$ cat src/rtl/phase_timer_pkg.sv
// phase_timer_pkg: shared channel state encoding and default sizing for phase_timer.
//   IDLE/RUN/PAUSED channel states; PAUSED is reachable only when PHASE_TIMER_PAUSE_EN is defined.
package phase_timer_pkg;
   typedef enum logic [1:0] {
      IDLE   = 2'd0,
      RUN    = 2'd1,
      PAUSED = 2'd2
   } ch_state_e;
   localparam int NUM_CH_DEF = 2;
   localparam int WIDTH_DEF  = 4;
endpackage

$ cat src/rtl/phase_timer_ch.sv
// phase_timer_ch: one countdown channel of phase_timer.
//   clk, rst        : clock, asynchronous active-high reset
//   tick_i          : shared one-cycle tick strobe
//   start_i/stop_i  : load-and-run / abort pulses (start has priority)
//   value_i         : load value; auto_reload_i: periodic mode, sampled at start
//   pause_i         : level hold, present only with PHASE_TIMER_PAUSE_EN defined
//   time_left_o, busy_o, expired_o : registered remaining count, not-IDLE flag, expiry pulse
module phase_timer_ch
   import phase_timer_pkg::*;
#(
   parameter int WIDTH = WIDTH_DEF
) (
   input  logic             clk,
   input  logic             rst,
   input  logic             tick_i,
   input  logic             start_i,
   input  logic             stop_i,
   input  logic [WIDTH-1:0] value_i,
   input  logic             auto_reload_i,
`ifdef PHASE_TIMER_PAUSE_EN
   input  logic             pause_i,
`endif
   output logic [WIDTH-1:0] time_left_o,
   output logic             busy_o,
   output logic             expired_o
);
   ch_state_e        state_q, state_d;
   logic [WIDTH-1:0] cnt_q, cnt_d, reload_q, reload_d;
   logic             mode_q, mode_d, exp_q, exp_d;
   logic             expire;
   // A zero count in RUN expires without waiting for a tick, which also makes a
   // periodic channel with reload 0 expire every cycle.
   assign expire = (state_q == RUN) && ((cnt_q == '0) || (tick_i && cnt_q == WIDTH'(1)));
   always_comb begin
      state_d  = state_q;
      cnt_d    = cnt_q;
      reload_d = reload_q;
      mode_d   = mode_q;
      exp_d    = 1'b0;
      if (start_i) begin
         state_d  = RUN;
         cnt_d    = value_i;
         reload_d = value_i;
         mode_d   = auto_reload_i;
      end else if (stop_i) begin
         state_d = IDLE;
         cnt_d   = '0;
      end
`ifdef PHASE_TIMER_PAUSE_EN
      else if (state_q == RUN && pause_i) state_d = PAUSED;
      else if (state_q == PAUSED) state_d = pause_i ? PAUSED : RUN;
`endif
      else if (expire) begin
         exp_d   = 1'b1;
         state_d = mode_q ? RUN : IDLE;
         cnt_d   = mode_q ? reload_q : '0;
      end else if (state_q == RUN && tick_i) cnt_d = cnt_q - WIDTH'(1);
   end
   always_ff @(posedge clk or posedge rst) begin
      if (rst) begin
         state_q  <= IDLE;
         cnt_q    <= '0;
         reload_q <= '0;
         mode_q   <= 1'b0;
         exp_q    <= 1'b0;
      end else begin
         state_q  <= state_d;
         cnt_q    <= cnt_d;
         reload_q <= reload_d;
         mode_q   <= mode_d;
         exp_q    <= exp_d;
      end
   end
   assign time_left_o = cnt_q;
   assign busy_o      = (state_q != IDLE);
   assign expired_o   = exp_q;
endmodule

$ cat src/rtl/phase_timer.sv
// phase_timer: NUM_CH independent countdown timers sharing one tick strobe.
//   clk, Reset_Sync (asynchronous active-high), oneHz_Enable (shared tick)
//   start/stop/auto_reload [NUM_CH], value [NUM_CH*WIDTH] (channel k at [k*WIDTH +: WIDTH])
//   pause [NUM_CH] : present only when PHASE_TIMER_PAUSE_EN is defined
//   time_left [NUM_CH*WIDTH], busy [NUM_CH], expired [NUM_CH] : registered outputs
module phase_timer
   import phase_timer_pkg::*;
#(
   parameter int NUM_CH = NUM_CH_DEF,
   parameter int WIDTH  = WIDTH_DEF
) (
   input  logic                    clk,
   input  logic                    Reset_Sync,
   input  logic                    oneHz_Enable,
   input  logic [NUM_CH-1:0]       start,
   input  logic [NUM_CH-1:0]       stop,
   input  logic [NUM_CH*WIDTH-1:0] value,
   input  logic [NUM_CH-1:0]       auto_reload,
`ifdef PHASE_TIMER_PAUSE_EN
   input  logic [NUM_CH-1:0]       pause,
`endif
   output logic [NUM_CH*WIDTH-1:0] time_left,
   output logic [NUM_CH-1:0]       busy,
   output logic [NUM_CH-1:0]       expired
);
   for (genvar i = 0; i < NUM_CH; i++) begin : g_ch
      phase_timer_ch #(.WIDTH(WIDTH)) u_ch (
         .clk          (clk),
         .rst          (Reset_Sync),
         .tick_i       (oneHz_Enable),
         .start_i      (start[i]),
         .stop_i       (stop[i]),
         .value_i      (value[i*WIDTH +: WIDTH]),
         .auto_reload_i(auto_reload[i]),
`ifdef PHASE_TIMER_PAUSE_EN
         .pause_i      (pause[i]),
`endif
         .time_left_o  (time_left[i*WIDTH +: WIDTH]),
         .busy_o       (busy[i]),
         .expired_o    (expired[i])
      );
   end
endmodule

$ cat config.mk
export PLATFORM = sky130hd
export DESIGN_NAME = phase_timer
export DESIGN_NICKNAME = d
export VERILOG_FILES = /design/src/rtl/phase_timer_pkg.sv /design/src/rtl/phase_timer_ch.sv /design/src/rtl/phase_timer.sv
export SDC_FILE = /design/constraint.sdc
export NUM_CORES = 1
export LEC_CHECK = 0
export CORE_UTILIZATION = 45
export DETAILED_ROUTE_END_ITERATION = 6
export DONT_BUFFER_PORTS = 1
export PLACE_DENSITY_LB_ADDON = 0.2
export SETUP_SLACK_MARGIN = 0.3
export SLEW_MARGIN = 10
export SYNTH_ARGS = -nofsm -noshare
export SYNTH_HDL_FRONTEND = slang
export SYNTH_SLANG_ARGS = --single-unit
export TNS_END_PERCENT = 100
$ cat constraint.sdc
create_clock -name clk -period 2.1 [get_ports clk]
set_input_delay 0.525 -clock clk [delete_from_list [all_inputs] [get_ports clk]]
set_output_delay 0.525 -clock clk [all_outputs]
set_load 0.02 [all_outputs]
==> results.cfg <==
[clocking]
cts-root-buf = clkbuf_4
hold_buffers = 0
clk_path_buf_depth = 2
cts_tree = built
htreeDepth = 1
insertion_delay_ps = 320
clock_sinks = 22
clkTransAtPathRegs_ps = 130
post_cts.repair.setup_buffers = 0
cts_made_buffers = 3

[grt]
overflow = 0
grt_start_max_net_pins = 23
grt_antenna_before_repair = 0
grt_pass1_wl_mm = 4.40
groute.usage.overall = 0.208
grt_pass1_vias = 976

[critical_path]
startpoint_type = flip-flop
worstPathMaxFanout = 5
max_stage_delay_ps = 470
cp_slowest_cell = dfrtp_2
r2r_start = g_ch[1].u_ch.time_left_o[0]$_DFFE_PP0P_
crit_required_ps = 2290
worstSetupStartpoint = g_ch[1].u_ch.time_left_o[0]$_DFFE_PP0P_
critPathCaptureType = flip-flop
crit_path_cell_trace = inv_1 > ha_1 > a21oi_4 > nor2_4 > a2111oi_0 > nor4_1
crit_buf_inv = 1
crit_type = flip-flop to flip-flop
critPathTopFamily = compound AO/OA/AOI/OAI gates
critical_path_arrival_ps = 1920

[yosys]
synth_edf_count = 0
synth-seq-area-share = 0.434
ys_types = 43
synth_commonest_cells = dfrtp_1 (22), nand2_1 (14), inv_1 (12)
synth.net_count = 153
synth_seq_cells = 22
synth.most_common_cell = dfrtp_1
yosysTopAreaCell = dfrtp_1
synth_area_leaders = dfrtp_1 (43%), o21ai_0 (4.3%), nand2_1 (4.1%)
synth_area_sq_um = 1270
syn_inst = 132
ys.flop_type = dfrtp_1
synth-async-reset-ratio = 1.00
yosys_warnings = 0
avgSynthCellArea_sq_um = 9.61
netlist.area_leader.share = 0.434

[die]
coreArea_sq_um = 2570
die_h_um = 55.1
initial_utilization = 0.494
dieArea_sq_um = 3040
dieWidth_um = 55.1
placementRows = 18
ios = 29

[routing]
routed_wl_mm = 2.70
first_pass_iters = 4
via_count = 990
drtAntennaViolNets = 0
drt_iter0_markers = 13
drc = 0
viasPerCell = 6.04
wl_per_cell_um = 16.4

[run_status]
outcome = finished, final reports clean

[sta]
min_period_over_period = 0.821
slew_headroom = 0.660
max_freq_mhz = 580
grt_setup_unrepaired = yes
setup_violations = 0
period_minus_slack_ps = 1720
worst_slew_pin_slew_ps = 509
drv_slew = 0
fin_skew_ps = 7.83
finalHoldViolations = 0
fin_setup_tns_ps = 0

[power]
finalPower_w = 0.00106
ir_drop_mv = 0.420
powerDensity_nw_per_um2 = 797
power.leakage_nw = 0.568

[cells_and_area]
area.growth.synth_to_final_pct = 5.03
fillers = 246
final_nets = 156
insertedDiodeCount = 0
layout-drive-gt1-share = 0.179

[place]
routabilityCongestion = 0.822
portBuffers = 0
dpl.hpwl_mm = 1.99

[worst_hold_path]
hold_path_class = primary input to asynchronous set/reset pin

[flow_run]
maxCapViolCount = 0
==> per-stage QoR <==
| step | hold WS, ps | worst slack, ps | instances | util | area [sq um] |
|---|---|---|---|---|---|
| final | 109 | 376 | 164 | 0.519 | 1330 |
| after global routing | 126 | 265 | 164 | 0.519 | 1330 |
| after CTS | 116 | 325 | 164 | 0.518 | 1330 |
| after detailed placement | 474 | 322 | 160 | 0.503 | 1290 |
| after global placement | 472 | 379 | 160 | 0.503 | 1290 |
| after floorplan | 481 | 445 | 132 | - | 1270 |
==> area by class of cell <==
cell class | count | area [sq um] | share of cell area
clock buffer | 4 | 36.3 | 0.0272
multi-input combinational | 92 | 629 | 0.472
sequential | 22 | 554 | 0.416
inverter | 12 | 45.0 | 0.0338
tap | 30 | 37.5 | 0.0282
timing repair buffer | 4 | 30.0 | 0.0225
==> sequential cells by signal, indices dropped and copies added (netlist names) <==
signal and flops:
g_ch.u_ch.reload_q 8, g_ch.u_ch.time_left_o 8, g_ch.u_ch.expired_o 2, g_ch.u_ch.mode_q 2, g_ch.u_ch.state_q 2
==> per-layer routing <==
metal  share of wire  GRT usage  routed length, um  up-vias
met2            0.45      0.317               1210       25
met4           0.016     0.0792                 42        0
li1                -          -                  -      483
met3           0.045     0.0519                120        5
met1            0.49      0.283               1320      477
met5               0          0                  0        -
==> report_power, final <==
part	internal [W]	switching, W
combinational	0.000112	0.000155
sequential	0.000472	0.0000833
clock	0.000106	0.000134
total	0.000690	0.000373
==> logic make-up after synthesis <==
| family | after synthesis | share of synthesized area |
|---|---|---|
| buf+inv | 18 | 0.0710 |
| xor+xnor | 1 | 0.00690 |
| fa+ha+maj | 4 | 0.0394 |
| simple gates | 42 | 0.180 |
| compound gates | 40 | 0.225 |
| mux | 5 | 0.0434 |
| flops | 22 | 0.434 |
==> worst register-to-register path: cells and delay by family, from the launching register on <==
family / cells / cell delay [ps]
compound gates: 2 / 600
flops: 1 / 470
fa+ha+maj: 1 / 260
simple gates: 2 / 190
buf+inv: 1 / 90
==> final timing paths <==
check / to / slack (ps) / cells after the start
worst max-delay path: g_ch[1].u_ch.time_left_o[3]$_DFFE_PP0P_ / 380 / 6
worst min-delay path: g_ch[0].u_ch.reload_q[1]$_DFFE_PP0P_ / 110 / 2
worst max register to register: g_ch[1].u_ch.time_left_o[3]$_DFFE_PP0P_ / 380 / 6
worst min register to register: g_ch[0].u_ch.reload_q[3]$_DFFE_PP0P_ / 540 / 1
max in group asynchronous: g_ch[1].u_ch.time_left_o[0]$_DFFE_PP0P_ / 1750 / 2
min in group clk: g_ch[1].u_ch.expired_o$_DFF_PP0_ / 270 / 1
==> layout by cell type (no fill, tap or decap), types with 2 or more instances in the layout <==
master / netlist / layout
mux2_2: 4 / 4
nand3_1: 5 / 5
o21bai_1: 2 / 2
o41ai_1: 2 / 2
nand4_1: 3 / 3
clkbuf_4: 0 / 3
nor2_1: 6 / 6
dfrtp_1: 22 / 19
o21ai_0: 11 / 11
nor3_1: 4 / 4
nand2_1: 14 / 14
ha_1: 4 / 4
a21oi_1: 6 / 6
a31oi_1: 3 / 3
nor4_1: 2 / 2
inv_1: 12 / 12
buf_4: 4 / 4
dfrtp_2: 0 / 3
==> what timing repair did <==
action,CTS,global route
setup endpoints to repair,1,5
cloned,0,0
gates resized for setup,1,3
Power figures use the tool's default switching activity.
